[src/rtl/scarv_soc_reset_pkg.sv]
// Shared types and constants for the SoC reset-request controller.
// Pure declarations: no logic, no latency, no flow control.
package scarv_soc_reset_pkg;

  typedef enum logic [2:0] {
    RC_IDLE,
    RC_PULSE,
    RC_WAIT_LOW,
    RC_WAIT_HIGH,
    RC_HOLDOFF
  } rc_state_t;

  localparam int REQ_SW  = 0;
  localparam int REQ_WDT = 1;
  localparam int REQ_DBG = 2;
  localparam int REQ_EXT = 3;

  function automatic int max3(input int a, input int b, input int c);
    int m;
    m = (a > b) ? a : b;
    return (m > c) ? m : c;
  endfunction

endpackage

[src/rtl/scarv_soc_prio_enc.sv]
// Fixed-priority picker: lowest set bit wins, emitted as one-hot plus binary index.
// Purely combinational, zero latency; no backpressure.
module scarv_soc_prio_enc #(
  parameter  int W  = 4,
  localparam int IW = (W > 1) ? $clog2(W) : 1
) (
  input  logic [W-1:0]  in_vec,
  output logic [W-1:0]  onehot,
  output logic [IW-1:0] idx
);

  // Scan from the top down so the lowest set index is the last one written.
  always_comb begin
    onehot = '0;
    idx    = '0;
    for (int i = W - 1; i >= 0; i--) begin
      if (in_vec[i]) begin
        onehot    = '0;
        onehot[i] = 1'b1;
        idx       = IW'(i);
      end
    end
  end

endmodule

[src/rtl/scarv_soc_reset_ctrl.sv]
// Arbitrates reset requests into a fixed-width sys_reset pulse, tracks the CCX reset, then holds off.
// Grant-to-sys_reset is one edge; requests are ignored (not queued) whenever the FSM is busy.
module scarv_soc_reset_ctrl
  import scarv_soc_reset_pkg::*;
#(
  parameter int NREQ           = 4,
  parameter int PULSE_CYCLES   = 8,
  parameter int TIMEOUT_CYCLES = 256,
  parameter int HOLDOFF_CYCLES = 64
) (
  input  logic                    f_clk,
  input  logic                    g_resetn,
  input  logic [NREQ-1:0]         req,
  input  logic [NREQ-1:0]         req_en,
  input  logic                    resetn_ccx_obs,
  input  logic                    status_clr,
  output logic                    sys_reset,
  output logic                    busy,
  output logic [NREQ-1:0]         cause,
  output logic [$clog2(NREQ)-1:0] last_id,
  output logic [7:0]              reset_count,
  output logic                    err_timeout
);

  localparam int IW      = $clog2(NREQ);
  localparam int CNT_MAX = max3(PULSE_CYCLES, TIMEOUT_CYCLES, HOLDOFF_CYCLES);
  localparam int CW      = $clog2(CNT_MAX + 1);

  localparam logic [CW-1:0] PULSE_LD   = CW'(PULSE_CYCLES - 1);
  localparam logic [CW-1:0] TIMEOUT_LD = CW'(TIMEOUT_CYCLES - 1);
  localparam logic [CW-1:0] HOLDOFF_LD = CW'(HOLDOFF_CYCLES - 1);

  rc_state_t       state_q, state_d;
  logic [CW-1:0]   cnt_q, cnt_d;
  logic [NREQ-1:0] req_m;
  logic [NREQ-1:0] grant_oh;
  logic [IW-1:0]   grant_idx;
  logic            grant;
  logic            timeout;
  logic            cnt_zero;

  assign req_m    = req & req_en;
  assign cnt_zero = (cnt_q == '0);
  assign busy     = (state_q != RC_IDLE);

  scarv_soc_prio_enc #(.W(NREQ)) u_prio (
    .in_vec (req_m),
    .onehot (grant_oh),
    .idx    (grant_idx)
  );

  // One shared down-counter: loaded with N-1 on state entry, state exits when it reaches 0.
  always_comb begin
    state_d = state_q;
    cnt_d   = cnt_q;
    grant   = 1'b0;
    timeout = 1'b0;
    unique case (state_q)
      RC_IDLE: begin
        if (|grant_oh) begin
          grant   = 1'b1;
          state_d = RC_PULSE;
          cnt_d   = PULSE_LD;
        end
      end
      RC_PULSE: begin
        if (cnt_zero) begin
          state_d = RC_WAIT_LOW;
          cnt_d   = TIMEOUT_LD;
        end else begin
          cnt_d = cnt_q - CW'(1);
        end
      end
      RC_WAIT_LOW: begin
        if (!resetn_ccx_obs) begin
          state_d = RC_WAIT_HIGH;
          cnt_d   = TIMEOUT_LD;
        end else if (cnt_zero) begin
          timeout = 1'b1;
          state_d = RC_HOLDOFF;
          cnt_d   = HOLDOFF_LD;
        end else begin
          cnt_d = cnt_q - CW'(1);
        end
      end
      RC_WAIT_HIGH: begin
        if (resetn_ccx_obs) begin
          state_d = RC_HOLDOFF;
          cnt_d   = HOLDOFF_LD;
        end else if (cnt_zero) begin
          timeout = 1'b1;
          state_d = RC_HOLDOFF;
          cnt_d   = HOLDOFF_LD;
        end else begin
          cnt_d = cnt_q - CW'(1);
        end
      end
      RC_HOLDOFF: begin
        if (cnt_zero) begin
          state_d = RC_IDLE;
          cnt_d   = '0;
        end else begin
          cnt_d = cnt_q - CW'(1);
        end
      end
      default: begin
        state_d = RC_IDLE;
        cnt_d   = '0;
      end
    endcase
  end

  always_ff @(posedge f_clk or negedge g_resetn) begin
    if (!g_resetn) begin
      state_q   <= RC_IDLE;
      cnt_q     <= '0;
      sys_reset <= 1'b0;
    end else begin
      state_q   <= state_d;
      cnt_q     <= cnt_d;
      sys_reset <= (state_d == RC_PULSE);
    end
  end

  // Clear is applied before a same-cycle grant or timeout, so new events survive it.
  always_ff @(posedge f_clk or negedge g_resetn) begin
    if (!g_resetn) begin
      cause       <= '0;
      last_id     <= '0;
      reset_count <= '0;
      err_timeout <= 1'b0;
    end else begin
      if (status_clr) begin
        cause       <= '0;
        reset_count <= '0;
        err_timeout <= 1'b0;
      end
      if (grant) begin
        last_id     <= grant_idx;
        cause       <= (status_clr ? '0 : cause) | req_m;
        reset_count <= status_clr ? 8'd1
                     : (reset_count == 8'hFF) ? 8'hFF : reset_count + 8'd1;
      end
      if (timeout) begin
        err_timeout <= 1'b1;
      end
    end
  end

endmodule
[config.mk]
export PLATFORM = sky130hd
export DESIGN_NAME = scarv_soc_reset_ctrl
export DESIGN_NICKNAME = d
export VERILOG_FILES = /design/src/rtl/scarv_soc_reset_pkg.sv /design/src/rtl/scarv_soc_prio_enc.sv /design/src/rtl/scarv_soc_reset_ctrl.sv
export SDC_FILE = /design/constraint.sdc
export NUM_CORES = 1
export LEC_CHECK = 0
export CAP_MARGIN = 0
export CORE_MARGIN = 2
export CORE_UTILIZATION = 55
export DETAILED_ROUTE_END_ITERATION = 10
export PLACE_DENSITY = 0.8
export SYNTH_ARGS = -nofsm -noshare
export SYNTH_HDL_FRONTEND = slang
export SYNTH_SLANG_ARGS = --single-unit
[constraint.sdc]
create_clock -name f_clk -period 4.9 [get_ports f_clk]
set_input_delay 0.98 -clock f_clk [delete_from_list [all_inputs] [get_ports f_clk]]
set_output_delay 0.98 -clock f_clk [all_outputs]
set_load 0.05 [all_outputs]
==> results of run 1 <==
## cells in the mapped netlist (all sizes together), types with 2 or more instances
cell | n | area share [%]
or2 | 2 | 0.77
o21a | 2 | 0.92
ha | 2 | 1.5
a21oi | 9 | 3.7
a2bb2oi | 2 | 1.1
a31oi | 2 | 0.77
clkbuf | 6 | 1.4
mux2 | 2 | 1.4
a211oi | 3 | 1.4
xnor2 | 3 | 1.6
nor3b | 5 | 2.3
nor4 | 2 | 0.77
nand4 | 2 | 0.77
nor2b | 2 | 0.77
o21ai | 9 | 2.8
nor2 | 18 | 4.1
a22oi | 4 | 1.8
dfrtp | 28 | 43
nand2 | 17 | 3.9
o22a | 2 | 1.1
o22ai | 6 | 2.3
a221o | 2 | 1.2
buf | 5 | 2.0
inv | 10 | 2.3
and3 | 2 | 0.77
or3 | 5 | 1.9
nand3 | 9 | 2.8
nor3 | 4 | 1.2
## sequential cells by signal, summed over array words and instances, names as in the netlist
name	count
state_q	3
reset_count	8
cnt_q	9
last_id	2
cause	4
sys_reset	1
err_timeout	1
## through the flow
step / instance area (um^2) / hold WS [ns]
detailed placement: 1900 / 0.531
finish: 1920 / 0.542
global route: 1920 / 0.577
floorplan: 1630 / 0.501
CTS: 1920 / 0.551
global placement: 1900 / 0.491
## placed cells by master, fill, tap and decap left out, drive strengths merged, types with 2 or more instances in the layout
master,count
nor4,2
a221o,2
nor3b,5
dfrtp,28
o21ai,9
ha,2
o21a,2
nand2,17
clkdlybuf4s50,28
a21oi,9
nand4,2
clkbuf,3
or3,5
a211oi,3
inv,10
nor3,4
a22oi,4
o22a,2
o22ai,6
a2bb2oi,2
or2,2
nor2b,2
and3,2
xnor2,3
nand3,9
mux2,2
a31oi,2
nor2,18
## layout make-up
cell class | instances | area share, %
Multi-Input combinational cell | 134 | 43.5
Tap cell | 31 | 2.02
Clock buffer | 3 | 1.17
Timing Repair Buffer | 29 | 15.0
Inverter | 10 | 1.95
Sequential cell | 28 | 36.4
## worst paths after layout
kind,start,endpoint,slack [ns],cells after the start
worst max-delay path,state_q[2]$_DFF_PN0_,busy,1.67,2
worst min-delay path,cause[0]$_DFF_PN0_,cause[0]$_DFF_PN0_,0.54,2
worst max register to register,cnt_q[0]$_DFFE_PN0P_,cnt_q[2]$_DFFE_PN0P_,2.50,7
worst min register to register,cause[0]$_DFF_PN0_,cause[0]$_DFF_PN0_,0.54,2
max in group asynchronous,g_resetn,err_timeout$_DFFE_PN0P_,3.61,2
min in group asynchronous,g_resetn,reset_count[7]$_DFFE_PN0P_,1.02,2
## kinds of logic (layout without fill, tap and decap cells)
| logic type | Yosys count | count (layout) | synth area share, % |
|---|---|---|---|
| simple gates | 73 | 73 | 22.7 |
| fa+ha+maj | 2 | 2 | 1.53 |
| compound gates | 52 | 52 | 22.9 |
| xor+xnor | 4 | 4 | 2.15 |
| buf+inv | 21 | 42 | 5.68 |
| flops | 28 | 28 | 43.0 |
| mux | 3 | 3 | 2.00 |
## power groups by stage
stage | sequential (mW) | combinational, mW | clock [mW]
2_1_floorplan | 0.440 | 0.359 | 0
3_3_place_gp | 0.378 | 0.538 | 0
3_5_place_dp | 0.386 | 0.554 | 0
4_1_cts | 0.381 | 0.555 | 0.0973
5_1_grt | 0.394 | 0.610 | 0.105
6_report | 0.383 | 0.553 | 0.0943
## layer usage
layer / global-route usage (%) / share of wire [%] / up-vias / wire length, um
li1: - / - / 710 / -
met1: 32.1 / 46 / 683 / 1700
met2: 38.2 / 47 / 44 / 1720
met3: 3.30 / 5.6 / 5 / 206
met4: 8.64 / 1.1 / 0 / 41
met5: 0 / 0 / - / 0
## critical path, cell delays in order, from the launching register on
cell and delay [ns]:
dfrtp_1 0.70, or3_1 0.37, clkdlybuf4s50_1 0.86
==> key figures, run 1 <==
Run status
  • Status: finished clean

Clock tree
  • Clk Latency, worst-skew pair: 0.32 ns
  • H-tree depth: 1
  • CTS Hold Bufs: 0
  • Clock Pin Slew Worst Setup and Hold Paths: 0.15 ns
  • Total CTS buffers: 3
  • CTS resizes: 0
  • Setup Buffers After CTS: 0
  • CTS Buffer Depth: 2
  • CTS tree: done
  • Clk sinks: 28
  • Root buf cell: clkbuf_4

Pwr
  • Combinational share of power: 53.7%
  • Cell internal pwr: 554 uW
  • Peak supply drop: 428 uV
  • Switching share of total power: 46.3%
  • Sequential fraction of design power: 37.2%
  • Power, Total: 1.03 mW
  • Pwr Density: 536 nW/um^2
  • Switching power: 477 uW
  • Leak pwr: 0.799 nW
  • Clk network pwr share: 9.1%

Critical path
  • Critical Path Start Type: flop
  • Crit Path Class: flop to primary output
  • Crit. End Element: primary output
  • CP Max Fanout: 18
  • Critical path arrival: 2.25 ns
  • Worst EP required: 3.92 ns

Final layout
  • Fill cells: 231
  • Multi-input gate area: 837 um^2
  • Fin nets: 220
  • Non-Filler Instances: 235
  • N_diodes: 0
  • Util after Layout: 69.2%
  • Register Area: 701 um^2
  • Share of cells above drive strength 1: 5.88%
  • Layout area overhead: 18.0%

Timing
  • Slew @ Worst Pin: 0.770 ns
  • Final worst-path cycle share: 65.9%
  • F_max: 310 MHz
  • Setup WS post-layout: 1.67 ns
  • RSZ-0062 raised after global routing: no
  • Pins Over Slew Limit: 0
  • Minimum clock period: 3.23 ns
  • Fin. Hold Viols: 0
  • Rel. slew slack: 48.7%
  • Post-route setup TNS: 0 ns
  • Clk_skew: 0.00799 ns
  • Final setup vio count: 0

Synthesis
  • Post-Syn Area: 1630 um^2
  • Seq cells post-synth: 28
  • Ys Warns: 0
  • Ys async rst share: 100%
  • Post-synth EDFFs: 0
  • Post-Syn Nets: 197
  • Synth Instances: 183
  • Library cells used by synthesis: 52
  • Seq/Total Area, Yosys: 43.0%
  • Syn Area/Cell: 8.91 um^2
  • Synth Flop Type: dfrtp_1

Route
  • Iter 0 DRT Violations: 87
  • Drt wl/cell: 15.6 um
  • Vias per cell: 6.14
  • DRC errors left: 0
  • Via Count: 1442
  • Routed wire length: 3670 um
  • DR pass1 iterations: 4
  • Post-route ant nets: 0

Die
  • Row cnt: 19
  • Die width: 58.4 um
  • Die area: 3420 um^2
  • Core area: 2780 um^2
  • Die Height: 58.4 um
  • IO Pins: 29
  • Initial Util: 58.6%

GRT
  • GR Overflow Total: 0
  • Vias in the first global route: 1415
  • Aggregate global-route resource usage: 23.5%
  • Antenna violations before repair: 0
  • First-pass GRT wire length: 6240 um
  • Largest net degree at the start of global routing: 29

Job
  • Max-cap viol count: 0

Placed design
  • GPL Wtd Cong: 0.964
  • Worst slack, placed: 2.03 ns
  • Cells after DPL: 232
  • I/O Buffers: 28
  • Hpwl dp: 2660 um

Hold path
  • HP Class: flop to flop
(Power assumes the default switching activity.)
==> run 2, diff against run 1 <==
CORE_UTILIZATION = 47   (was 55)
PLACE_DENSITY = 0.72   (was 0.8)
clock period = 2.9 ns   (was 4.9 ns; I/O delays follow)
==> run 2 against run 1 <==
Effect of this change:
- combinational power grew 80%
- critical path type unchanged
- global-route usage shrank 3.8 points
- sequential cell count is the same
- highest routed layer unchanged
- wire length shrank 2.0%
- register-to-register slack lost 2.0 ns
- non-clock buffer count grew 3
- sequential power grew 57%
- critical endpoint unchanged
- clock power grew 70%
- setup slack lost 1.5 ns
==> key figures, run 2 (synthesis results as in run 1) <==
Pwr
  • Pwr Density: 895 nW/um^2 (was 536 nW/um^2)
  • Clk network pwr share: 9.1% (about the same)
  • Power, Total: 1.76 mW (was 1.03 mW)
  • Cell internal pwr: 953 uW (was 554 uW)
  • Switching share of total power: 45.8% (was 46.3%)
  • Sequential fraction of design power: 34.2% (was 37.2%)
  • Leak pwr: 0.815 nW (was 0.799 nW)
  • Switching power: 806 uW (was 477 uW)
  • Combinational share of power: 56.7% (was 53.7%)
  • Peak supply drop: 368 uV (was 428 uV)

Clock tree
  • CTS resizes: 0 (unchanged)
  • CTS tree: done (unchanged)
  • Clk Latency, worst-skew pair: 0.33 ns (was 0.32 ns)
  • Clock Pin Slew Worst Setup and Hold Paths: 0.15 ns (about the same)
  • CTS Hold Bufs: 0 (unchanged)
  • H-tree depth: 1 (unchanged)
  • Root buf cell: clkbuf_4 (unchanged)
  • Total CTS buffers: 3 (unchanged)
  • CTS Buffer Depth: 2 (unchanged)
  • Clk sinks: 28 (unchanged)
  • Setup Buffers After CTS: 0 (unchanged)

Timing
  • Minimum clock period: 2.74 ns
  • Slew @ Worst Pin: 0.710 ns (was 0.770 ns)
  • RSZ-0062 raised after global routing: no (unchanged)
  • Fin. Hold Viols: 0 (unchanged)
  • Setup WS post-layout: 0.165 ns (was 1.67 ns)
  • Post-route setup TNS: 0 ns (unchanged)
  • Final setup vio count: 0 (unchanged)
  • Clk_skew: 0.0112 ns (was 0.00799 ns)
  • Final worst-path cycle share: 94.3%
  • Pins Over Slew Limit: 0 (unchanged)
  • Rel. slew slack: 52.7% (was 48.7%)
  • WHS: 0.530 ns (was 0.542 ns)
  • F_max: 366 MHz

GRT
  • Largest net degree at the start of global routing: 29 (unchanged)
  • M1 GR Usage: 27.1% (was 32.1%)
  • Aggregate global-route resource usage: 19.7% (was 23.5%)
  • Met3 Track Usage GR: 2.88% (was 3.30%)
  • GR Overflow Total: 0 (unchanged)
  • First-pass GRT wire length: 6290 um (was 6240 um)
  • Layer with the highest usage: met2 (unchanged)
  • Vias in the first global route: 1377 (was 1415)
  • Met2 GRT Util: 31.4% (was 38.2%)
  • Antenna violations before repair: 0 (unchanged)

Critical path
  • Worst EP required: 2.32 ns (was 3.92 ns)
  • CP Max Fanout: 10 (was 18)
  • Crit. End Element: primary output (unchanged)
  • Crit Path Class: flop to primary output (unchanged)
  • Critical Path Start Type: flop (unchanged)
  • Critical path arrival: 2.16 ns (was 2.25 ns)

Final layout
  • Non-Filler Instances: 253 (was 235)
  • Util after Layout: 58.9% (was 69.2%)
  • Fin nets: 223 (was 220)
  • Share of cells above drive strength 1: 7.25% (was 5.88%)
  • Layout area overhead: 20.6% (was 18.0%)
  • Register bank with the most flops: cnt_q (unchanged)
  • Top Registers: cnt_q: 9 flops, reset_count: 8 flops, cause: 4 flops (unchanged)
  • Final instance area: 1970 um^2 (was 1920 um^2)
  • N_diodes: 0 (unchanged)
  • Most frequent cells in the layout: dfrtp_1 (28), clkdlybuf4s50_1 (28), nor2_1 (18) (unchanged)
  • Max reg flops: 9 (unchanged)

Route
  • Post-route ant nets: 0 (unchanged)
  • DRC errors left: 0 (unchanged)
  • Iter 0 DRT Violations: 88 (was 87)
  • Drt wl/cell: 14.2 um (was 15.6 um)
  • Via Count: 1507 (was 1442)
  • DR pass1 iterations: 4 (unchanged)
  • Routed wire length: 3590 um (was 3670 um)
  • Vias per cell: 5.96 (was 6.14)

Die
  • Die width: 62.9 um (was 58.4 um)
  • Core area: 3340 um^2 (was 2780 um^2)
  • IO Pins: 29 (unchanged)
  • Die Height: 62.9 um (was 58.4 um)
  • Initial Util: 48.9% (was 58.6%)
  • Die area: 3960 um^2 (was 3420 um^2)
  • Row cnt: 21 (was 19)

Placed design
  • I/O Buffers: 28 (unchanged)
  • Hpwl dp: 2610 um (was 2660 um)
  • GPL Wtd Cong: 0.772 (was 0.964)
  • Worst slack, placed: 0.524 ns (was 2.03 ns)
  • Cells after DPL: 250 (was 232)
  • Placed inst area: 1940 um^2 (was 1900 um^2)

Job
  • Max-cap viol count: 0 (unchanged)

Hold path
  • HP Class: flop to flop (unchanged)

Run status
  • Status: finished clean (unchanged)
==> run 2: cell count changes in the layout (fill, tap and decap cells not counted) <==
cell   before  now
buf_4       1    4
==> run 2: critical path, stage by stage, from the launching register on <==
cell	delay [ns]
dfrtp_1	0.52
or3_1	0.55
clkdlybuf4s50_1	0.76
==> run 2: power by group through the flow <==
| stage | clock network [mW] | registers (mW) | logic, mW |
|---|---|---|---|
| global placement | 0 | 0.600 | 0.969 |
| detailed placement | 0 | 0.608 | 0.996 |
| floorplan | 0 | 0.743 | 0.606 |
| finish | 0.160 | 0.602 | 0.998 |
| CTS | 0.166 | 0.600 | 0.998 |
| global route | 0.182 | 0.623 | 1.09 |
==> run 2: layout make-up <==
cell class	instances	area, um^2
Clock buffer	3	22.5
Timing Repair Buffer	32	310
Tap cell	46	57.6
Fill cell	306	1370
Inverter	10	37.5
Multi-Input combinational cell	134	837
Sequential cell	28	701
==> run 2: worst paths after layout <==
kind,depth (start not counted),slack [ns],start,end
max,2,0.16,state_q[1]$_DFF_PN0_,busy
min,1,0.53,last_id[1]$_DFFE_PN0P_,last_id[1]$_DFFE_PN0P_
max reg2reg,7,0.53,cnt_q[0]$_DFFE_PN0P_,cnt_q[2]$_DFFE_PN0P_
min reg2reg,1,0.53,last_id[1]$_DFFE_PN0P_,last_id[1]$_DFFE_PN0P_
max in group asynchronous,2,2.03,g_resetn,reset_count[1]$_DFFE_PN0P_
min in group asynchronous,2,0.60,g_resetn,last_id[0]$_DFFE_PN0P_
==> run 2: per-layer routing <==
metal	wire (um)	vias to the layer above
met4	51	0
met5	0	-
met2	1640	43
met3	158	5
li1	-	721
met1	1740	738
